--- src/rtl/wb_sequencer_pkg.sv ---
// Shared codes for the write-back sequencer: class, RegDest, wb_src and state encodings,
// plus the per-class write-select table used by the sequencer.
package wb_sequencer_pkg;

  typedef enum logic [2:0] {
    WB_NONE  = 3'd0,
    WB_RTYPE = 3'd1,
    WB_ITYPE = 3'd2,
    WB_LOAD  = 3'd3,
    WB_JAL   = 3'd4,
    WB_PUSH  = 3'd5,
    WB_POP   = 3'd6,
    WB_XCHG  = 3'd7
  } wbClass_t;

  typedef enum logic [2:0] {
    RD_RT = 3'd0,
    RD_RS = 3'd1,
    RD_SP = 3'd2,
    RD_RA = 3'd3,
    RD_RD = 3'd4
  } regDest_t;

  typedef enum logic [2:0] {
    SRC_ALU   = 3'd0,
    SRC_MDR   = 3'd1,
    SRC_PC    = 3'd2,
    SRC_REGB  = 3'd3,
    SRC_REGA  = 3'd4,
    SRC_SPADJ = 3'd5
  } wbSrc_t;

  typedef enum logic [2:0] {
    ST_IDLE     = 3'd0,
    ST_WAIT_MEM = 3'd1,
    ST_WRITE1   = 3'd2,
    ST_WRITE2   = 3'd3,
    ST_DONE     = 3'd4
  } wbState_t;

  typedef struct packed {
    regDest_t dest;
    wbSrc_t   src;
  } wbSel_t;

  // Destination/source for the first or second write of a class; only POP and XCHG have a second.
  function automatic wbSel_t writeSel(input wbClass_t cls, input logic second);
    wbSel_t sel;
    sel.dest = RD_RT;
    sel.src  = SRC_ALU;
    case (cls)
      WB_RTYPE: begin sel.dest = RD_RD; sel.src = SRC_ALU;   end
      WB_LOAD:  begin sel.dest = RD_RT; sel.src = SRC_MDR;   end
      WB_JAL:   begin sel.dest = RD_RA; sel.src = SRC_PC;    end
      WB_PUSH:  begin sel.dest = RD_SP; sel.src = SRC_SPADJ; end
      WB_POP: begin
        if (second) begin sel.dest = RD_SP; sel.src = SRC_SPADJ; end
        else        begin sel.dest = RD_RT; sel.src = SRC_MDR;   end
      end
      WB_XCHG: begin
        if (second) begin sel.dest = RD_RT; sel.src = SRC_REGA; end
        else        begin sel.dest = RD_RS; sel.src = SRC_REGB; end
      end
      default: begin sel.dest = RD_RT; sel.src = SRC_ALU; end
    endcase
    return sel;
  endfunction

  function automatic logic needsMem(input wbClass_t cls);
    return (cls == WB_LOAD) || (cls == WB_POP);
  endfunction

  function automatic logic isTwoWrite(input wbClass_t cls);
    return (cls == WB_POP) || (cls == WB_XCHG);
  endfunction

endpackage

--- src/rtl/wb_sequencer_if.sv ---
// Handshake between the main control FSM (master) and the write-back sequencer (slave).
interface wb_sequencer_if;
  logic       i_start;
  logic [2:0] i_wbClass;
  logic       i_abort;
  logic [2:0] o_regDest;
  logic [2:0] o_wbSrc;
  logic       o_regWrite;
  logic       o_busy;
  logic       o_done;

  modport slave (
    input  i_start, i_wbClass, i_abort,
    output o_regDest, o_wbSrc, o_regWrite, o_busy, o_done
  );

  modport master (
    output i_start, i_wbClass, i_abort,
    input  o_regDest, o_wbSrc, o_regWrite, o_busy, o_done
  );
endinterface

--- src/rtl/wb_sequencer.sv ---
// Multicycle write-back controller: sequences memory wait, one or two register writes
// and a completion pulse per accepted instruction class.
module wb_sequencer
  import wb_sequencer_pkg::*;
#(
  parameter int MEM_WAIT = 2
) (
  input  logic           clk,
  input  logic           rst,
  wb_sequencer_if.slave  bus
);

  localparam logic       USE_WAIT  = (MEM_WAIT > 0);
  localparam logic [3:0] WAIT_INIT = (MEM_WAIT > 0) ? 4'(MEM_WAIT - 1) : 4'd0;

  wbState_t   r_state;
  wbClass_t   r_class;
  logic [3:0] r_waitCnt;
  regDest_t   r_regDest;
  wbSrc_t     r_wbSrc;
  logic       r_writeEn;
  logic       r_busy;
  logic       r_done;

  wbClass_t   w_reqClass;
  wbSel_t     w_reqSel;
  wbSel_t     w_firstSel;
  wbSel_t     w_secondSel;

  assign w_reqClass  = wbClass_t'(bus.i_wbClass);
  assign w_reqSel    = writeSel(w_reqClass, 1'b0);
  assign w_firstSel  = writeSel(r_class, 1'b0);
  assign w_secondSel = writeSel(r_class, 1'b1);

  // Outputs are registered alongside the state so they change only on state entry.
  always_ff @(posedge clk or posedge rst) begin
    if (rst) begin
      r_state   <= ST_IDLE;
      r_class   <= WB_NONE;
      r_waitCnt <= 4'd0;
      r_regDest <= RD_RT;
      r_wbSrc   <= SRC_ALU;
      r_writeEn <= 1'b0;
      r_busy    <= 1'b0;
      r_done    <= 1'b0;
    end else begin
      r_done <= 1'b0;
      if ((r_state != ST_IDLE) && bus.i_abort) begin
        r_state   <= ST_IDLE;
        r_waitCnt <= 4'd0;
        r_writeEn <= 1'b0;
        r_busy    <= 1'b0;
      end else begin
        case (r_state)
          ST_IDLE: begin
            if (bus.i_start && !bus.i_abort) begin
              r_class <= w_reqClass;
              r_busy  <= 1'b1;
              if (w_reqClass == WB_NONE) begin
                r_state <= ST_DONE;
                r_done  <= 1'b1;
              end else if (needsMem(w_reqClass) && USE_WAIT) begin
                r_state   <= ST_WAIT_MEM;
                r_waitCnt <= WAIT_INIT;
              end else begin
                r_state   <= ST_WRITE1;
                r_writeEn <= 1'b1;
                r_regDest <= w_reqSel.dest;
                r_wbSrc   <= w_reqSel.src;
              end
            end
          end
          ST_WAIT_MEM: begin
            if (r_waitCnt == 4'd0) begin
              r_state   <= ST_WRITE1;
              r_writeEn <= 1'b1;
              r_regDest <= w_firstSel.dest;
              r_wbSrc   <= w_firstSel.src;
            end else begin
              r_waitCnt <= r_waitCnt - 4'd1;
            end
          end
          ST_WRITE1: begin
            if (isTwoWrite(r_class)) begin
              r_state   <= ST_WRITE2;
              r_regDest <= w_secondSel.dest;
              r_wbSrc   <= w_secondSel.src;
            end else begin
              r_state   <= ST_DONE;
              r_writeEn <= 1'b0;
              r_done    <= 1'b1;
            end
          end
          ST_WRITE2: begin
            r_state   <= ST_DONE;
            r_writeEn <= 1'b0;
            r_done    <= 1'b1;
          end
          ST_DONE: begin
            r_state <= ST_IDLE;
            r_busy  <= 1'b0;
          end
          default: begin
            r_state   <= ST_IDLE;
            r_writeEn <= 1'b0;
            r_busy    <= 1'b0;
          end
        endcase
      end
    end
  end

  // A flush must suppress the strobe in the very cycle it arrives.
  assign bus.o_regWrite = r_writeEn & ~bus.i_abort;
  assign bus.o_regDest  = r_regDest;
  assign bus.o_wbSrc    = r_wbSrc;
  assign bus.o_busy     = r_busy;
  assign bus.o_done     = r_done;

endmodule

--- src/flat_wrapper.sv ---
// flat-port wrapper written by rule: the top's interface ports become plain ports
module wb_sequencer_flat import wb_sequencer_pkg::*;
#(
  parameter int MEM_WAIT = 2
)
  (clk, rst, bus_i_start, bus_i_wbClass, bus_i_abort, bus_o_regDest, bus_o_wbSrc, bus_o_regWrite, bus_o_busy, bus_o_done);
  wb_sequencer_if bus_i ();
  input  logic clk;
  input  logic rst;
  input wire logic [$bits(bus_i.i_start)-1:0] bus_i_start;
  input wire logic [$bits(bus_i.i_wbClass)-1:0] bus_i_wbClass;
  input wire logic [$bits(bus_i.i_abort)-1:0] bus_i_abort;
  output wire logic [$bits(bus_i.o_regDest)-1:0] bus_o_regDest;
  output wire logic [$bits(bus_i.o_wbSrc)-1:0] bus_o_wbSrc;
  output wire logic [$bits(bus_i.o_regWrite)-1:0] bus_o_regWrite;
  output wire logic [$bits(bus_i.o_busy)-1:0] bus_o_busy;
  output wire logic [$bits(bus_i.o_done)-1:0] bus_o_done;
  assign bus_i.i_start = bus_i_start;
  assign bus_i.i_wbClass = bus_i_wbClass;
  assign bus_i.i_abort = bus_i_abort;
  assign bus_o_regDest = bus_i.o_regDest;
  assign bus_o_wbSrc = bus_i.o_wbSrc;
  assign bus_o_regWrite = bus_i.o_regWrite;
  assign bus_o_busy = bus_i.o_busy;
  assign bus_o_done = bus_i.o_done;
  wb_sequencer #(.MEM_WAIT(MEM_WAIT)) u_core (.clk(clk), .rst(rst), .bus(bus_i));
endmodule
--- config.mk ---
export PLATFORM = sky130hd
export DESIGN_NAME = wb_sequencer_flat
export DESIGN_NICKNAME = d
export VERILOG_FILES = /design/src/rtl/wb_sequencer_pkg.sv /design/src/rtl/wb_sequencer_if.sv /design/src/rtl/wb_sequencer.sv /design/src/flat_wrapper.sv
export SDC_FILE = /design/constraint.sdc
export NUM_CORES = 1
export LEC_CHECK = 0
export CAP_MARGIN = 20
export CELL_PAD_IN_SITES_DETAIL_PLACEMENT = 0
export CELL_PAD_IN_SITES_GLOBAL_PLACEMENT = 1
export CORE_UTILIZATION = 37
export DETAILED_ROUTE_END_ITERATION = 6
export PLACE_DENSITY_LB_ADDON = 0.08
export SLEW_MARGIN = 20
export SYNTH_ARGS = -nofsm -noshare
export SYNTH_HDL_FRONTEND = slang
export SYNTH_SLANG_ARGS = --single-unit
--- constraint.sdc ---
create_clock -name clk -period 2.18 [get_ports clk]
set_clock_uncertainty 0.05 [all_clocks]
set_input_delay 0.436 -clock clk [delete_from_list [all_inputs] [get_ports clk]]
set_output_delay 0.436 -clock clk [all_outputs]
set_load 0.02 [all_outputs]
Word level (Yosys, flattened, before mapping). Index checks and enable logic that the tools add are counted.

Flip-flop bits (word level): 19. Bits of input ports: 7. Output and inout port bits: 9. Word-level logic and storage cells: 106.

$add $sub $neg: 1. Eq/ne operators: 30. Muxes and demuxes: 43. Bitwise logic cells: 3. Reduce and logical (&&, ||, !) cells: 21.

Operators with widths (number): 6-bit case mux with 5 select lines (3); 3-bit 2-to-1 mux (15); 3-bit == test (second input constant) (9); 4-bit 2-to-1 mux (5); 3-bit case mux with 3 select lines (2); 3-bit by 2-bit == test with 1-bit output (second input constant) (4); 1-bit 2-to-1 mux (12); 3-bit by 2-bit inequality test with 1-bit output (second input constant) (4); 3-bit case mux with 4 select lines (1); 2-bit by 1-bit inequality test with 1-bit output (second input constant) (5); 3-bit by 1-bit == test with 1-bit output (second input constant) (3); 3-bit by 1-bit inequality test with 1-bit output (second input constant) (3); 3-bit nonzero test (3); 4-bit case mux with 2 select lines (1); 7-bit AND reduction (1); 3-bit logical NOT (2); 6-bit AND reduction (1); 2-bit OR reduction (3); 5-bit AND reduction (1); 4-bit logical NOT (1); 2-bit inequality test (second input constant) (2); 1-bit case mux with 4 select lines (1); 2-bit AND reduction (2); 4-bit by 1-bit subtractor with 4-bit output (second input constant) (1); 10 further kinds (13).

Logic depth before layout (Yosys ltp).
Word-level depth: 7. Gate-level depth with buffers: 6. Mapped depth without buffers: 6.

Worst setup path after synthesis. Ideal clock, no wire load.

Path type: flip-flop to flip-flop. Start point: register u_core.r_waitCnt[0]. End point: register u_core.r_regDest[1], in the netlist u_core.bus.o_regDest[1]. Library setup time: 0.125 ns. Data arrival time: 1.923 ns. Path slack: 0.082 ns. Cell stages (with the launch flop): 7. Buffers on the path: 0. Period minus slack after synthesis: 2.098 ns. Cells stage by stage: dfrtp_1 inv_1 ha_1 or3b_4 a2111oi_4 o21ai_2 mux2_4.

Cells in the longest elaborated chain, start to end: 3.

RTL lines: start: declaration (RTL line wb_sequencer.sv:18) `logic [3:0] r_waitCnt;`; start signal: assignment (RTL line wb_sequencer.sv:80) `r_waitCnt <= r_waitCnt - 4'd1;`; 4-bit logical NOT (RTL line wb_sequencer.sv:74) `if (r_waitCnt == 4'd0) begin`; 2-bit by 1-bit inequality test with 1-bit output (no source line); 7-bit AND reduction (no source line); end signal: assignment (RTL line wb_sequencer.sv:68) `r_regDest <= w_reqSel.dest;`; end signal: assignment (RTL line wb_sequencer.sv:77) `r_regDest <= w_firstSel.dest;`; end signal: assignment (RTL line wb_sequencer.sv:86) `r_regDest <= w_secondSel.dest;`; end: declaration (RTL line wb_sequencer.sv:19) `regDest_t r_regDest;`.

No other way between the ends. A chain may end at the register's enable or synchronous reset.

Worst setup path in the final report.
Start point: register u_core.r_waitCnt[1]. End point: register u_core.r_regDest[1], in the netlist u_core.bus.o_regDest[1].

Same word-level chain as after synthesis.

==> results.py <==
metrics = {
    "run_status": {
        "outcome": "finished, final reports clean",
    },
    "clocking": {
        "clk_path_buf_depth": 2,
        "clkSlewWorstSetupHoldPaths_ns": 0.10,
        "htree_num_levels": 1,
        "tritoncts": "yes",
        "cts_root_buf": "clkbuf_4",
        "cts.sinks": 18,
        "numCtsBuffers": 3,
        "insertion_delay_ns": 0.30,
        "holdBufCountCts": 0,
    },
    "critical_path": {
        "cp_cell_sequence": "inv_2 -> ha_4 -> or3b_4 -> a2111oi_4 -> o21ai_2 -> buf_6 -> mux2_4",
        "worst_setup_path_end_kind": "flip-flop",
        "path_class": "reg -> reg",
        "cp_data_required_time_ns": 2.32,
        "slowest_delay_ns": 0.41,
        "critPathTopFamily": "compound AO/OA/AOI/OAI gates",
        "cp.arrival_ns": 2.26,
        "cp_max_fo": 6,
        "cp-start-kind": "flip-flop",
        "slowest_stage": "dfrtp_1",
        "critPathBufInv": 2,
    },
    "grt": {
        "gr-total-overflow": 0,
        "grt_max_degree": 19,
        "grt_pass1_vias": 955,
        "grt_pass1_wl_um": 4380,
        "grtUsageTotal_pct": 17.3,
        "antenna_found_initial": 0,
    },
    "worst_hold_path": {
        "hold_path_class": "in -> async",
    },
    "logic_synthesis": {
        "synth-seq-cells": 18,
        "async_reset_ff_share_pct": 100,
        "synth-seq-area-share_pct": 38.6,
        "syn_nets": 128,
        "syn-cell-area_sq_mm": 0.00117,
        "synth_edf_count": 0,
        "yosysTopAreaCell": "dfrtp_1",
        "ys.warnings.count": 0,
        "synth_area_leaders": "dfrtp_1 (39%), mux2_4 (6.4%), mux2_2 (3.9%)",
        "synthCells": 120,
        "synth_ff_type": "dfrtp_1",
        "synth_top_area_share_pct": 38.6,
        "avgSynthCellArea_sq_um": 9.72,
        "yosysUniqueCellTypes": 43,
    },
    "final_layout": {
        "drive_above_1_share_pct": 26.5,
        "stdcell_count": 191,
        "most-common-layout-cells": "buf_4 (18), dfrtp_1 (18), clkdlybuf4s50_1 (14)",
        "fillers": 284,
        "nNetsFinal": 156,
        "fin_util_pct": 50.3,
        "diodes": 0,
        "syn_to_final_growth_pct": 30.6,
    },
    "sta": {
        "rsz0062_at_grt": "true",
        "period_needed_ns": 2.11,
        "fmax_ghz": 0.473,
        "slew_headroom_pct": 72.1,
        "tns_ns": 0,
        "finalCritPeriodShare_pct": 97.0,
        "hold_viol": 0,
        "worst_slew_pin_slew_ns": 0.414,
        "drv_slew": 0,
        "finalSetupViolCount": 0,
    },
    "place": {
        "globalplace.congestion": 0.782,
        "placed_cells": 187,
        "numPortBuffers": 15,
        "hpwlAfterDp_um": 1900,
    },
    "floorplan": {
        "io_pins": 16,
        "die-height_um": 58.1,
        "fp.dieArea_sq_mm": 0.00338,
        "initial_core_util_pct": 38.5,
        "die_w_um": 58.1,
        "fp-row-count": 20,
        "coreArea_sq_mm": 0.00303,
    },
    "power_and_ir_drop": {
        "leakage_uw": 0.000697,
        "p_clk_share_pct": 12.2,
        "irDropWorstVdd_mv": 0.391,
        "netSwitchingFraction_pct": 37.8,
        "p_total_uw": 1720,
        "p_sw_uw": 651,
        "combPwrFrac_pct": 53.4,
        "internal-power_uw": 1070,
        "cellPowerDensity_mw_per_mm2": 1130,
        "seqPwrFrac_pct": 34.4,
    },
    "route": {
        "via_per_inst": 5.06,
        "num_vias": 966,
        "firstDrtPassIters": 4,
        "wl_um": 2400,
        "antenna_left": 0,
        "drtIter0Drc": 26,
        "wl_per_cell_um": 12.6,
        "drc": 0,
    },
    "run": {
        "drv_cap": 0,
    },
}
==> worst reg2reg max path, delay by kind of cell (launching register included) <==
kind | cells | cell delay, ns
AOI/OAI and AO/OA | 2 | 0.49
adders and majority gates | 1 | 0.13
buffers and inverters | 2 | 0.23
muxes | 1 | 0.29
DFF | 1 | 0.41
and+or+nand+nor | 1 | 0.40
==> sequential cells by signal, indices dropped and copies added (netlist names) <==
| signal | count |
|---|---|
| u_core.bus.o_wbSrc | 3 |
| u_core.bus.o_done | 1 |
| u_core.r_state | 3 |
| u_core.r_waitCnt | 4 |
| u_core.r_writeEn | 1 |
| u_core.r_class | 3 |
| u_core.bus.o_busy | 1 |
| u_core.bus.o_regDest | 2 |
==> cell families (layout without fill, tap and decap cells) <==
logic type | Yosys count | after routing | share of synthesized area, %
xor+xnor | 5 | 5 | 3.76
buf+inv | 16 | 43 | 5.58
flops | 18 | 18 | 38.6
compound gates | 32 | 32 | 20.7
mux | 11 | 11 | 12.1
fa+ha+maj | 2 | 2 | 1.93
simple gates | 36 | 36 | 17.3
==> stage by stage <==
stage | setup WS (ns) | hold slack, ns | cell area [sq um]
4_1_cts | 0.0325 | 0.393 | 1500
2_1_floorplan | 0.0822 | 0.325 | 1170
5_1_grt | -0.0110 | 0.424 | 1520
3_3_place_gp | -0.0365 | 0.417 | 1470
6_report | 0.0663 | 0.389 | 1520
3_5_place_dp | -0.0578 | 0.422 | 1470
==> metal layers <==
layer	vias to the layer above	share of wire, %	GRT usage, %
met5	-	0	0
met4	0	1.9	7.14
met3	5	3.1	2.68
met2	16	42	25.5
met1	455	53	25.1
li1	490	-	-
==> worst paths after layout <==
check | from | endpoint | slack [ns] | cells after the start
worst max register to register | u_core.r_waitCnt[1] | u_core.bus.o_regDest[1] | 0.07 | 7
worst min register to register | u_core.r_writeEn | u_core.r_writeEn | 0.44 | 1
min in group clk | u_core.r_writeEn | u_core.r_writeEn | 0.44 | 1
worst max-delay path | u_core.r_waitCnt[1] | u_core.bus.o_regDest[1] | 0.07 | 7
max in group asynchronous | rst | u_core.bus.o_regDest[1] | 1.49 | 3
worst min-delay path | rst | u_core.r_waitCnt[3] | 0.39 | 3
==> power groups by stage <==
| stage | Sequential (uW) | Combinational, uW | Clock (uW) |
|---|---|---|---|
| 6_report | 593 | 920 | 209 |
| 5_1_grt | 616 | 1020 | 240 |
| 4_1_cts | 590 | 909 | 219 |
| 3_5_place_dp | 599 | 905 | 0 |
| 3_3_place_gp | 593 | 902 | 0 |
| 2_1_floorplan | 589 | 614 | 0 |
==> cells in the mapped netlist (all sizes together), types with 2 or more instances <==
master,count
nand4b,2
nand2b,6
nor3,4
mux2,10
nor2,9
buf,4
clkbuf,7
a21oi,5
o22ai,4
a2bb2oi,3
o21ai,8
nand2,4
inv,5
xor2,4
nor2b,3
nand3,2
dfrtp,18
o211a,3
==> final cells by class <==
type / count / area [sq um] / area share, %
Multi-Input combinational cell: 86 / 663 / 43.5
Inverter: 5 / 18.8 / 1.23
Sequential cell: 18 / 450 / 29.6
Tap cell: 44 / 55.1 / 3.62
Timing Repair Buffer: 34 / 299 / 19.6
Clock buffer: 4 / 36.3 / 2.38
==> repair_timing <==
action | CTS | global route
endpoints found under the setup margin | 2 | 6
gates resized for setup | 0 | 6
cloned | 0 | 0
pin swaps | 1 | 2
buffers inserted | 0 | 0
No activity file was read; power rests on OpenSTA's default activity.
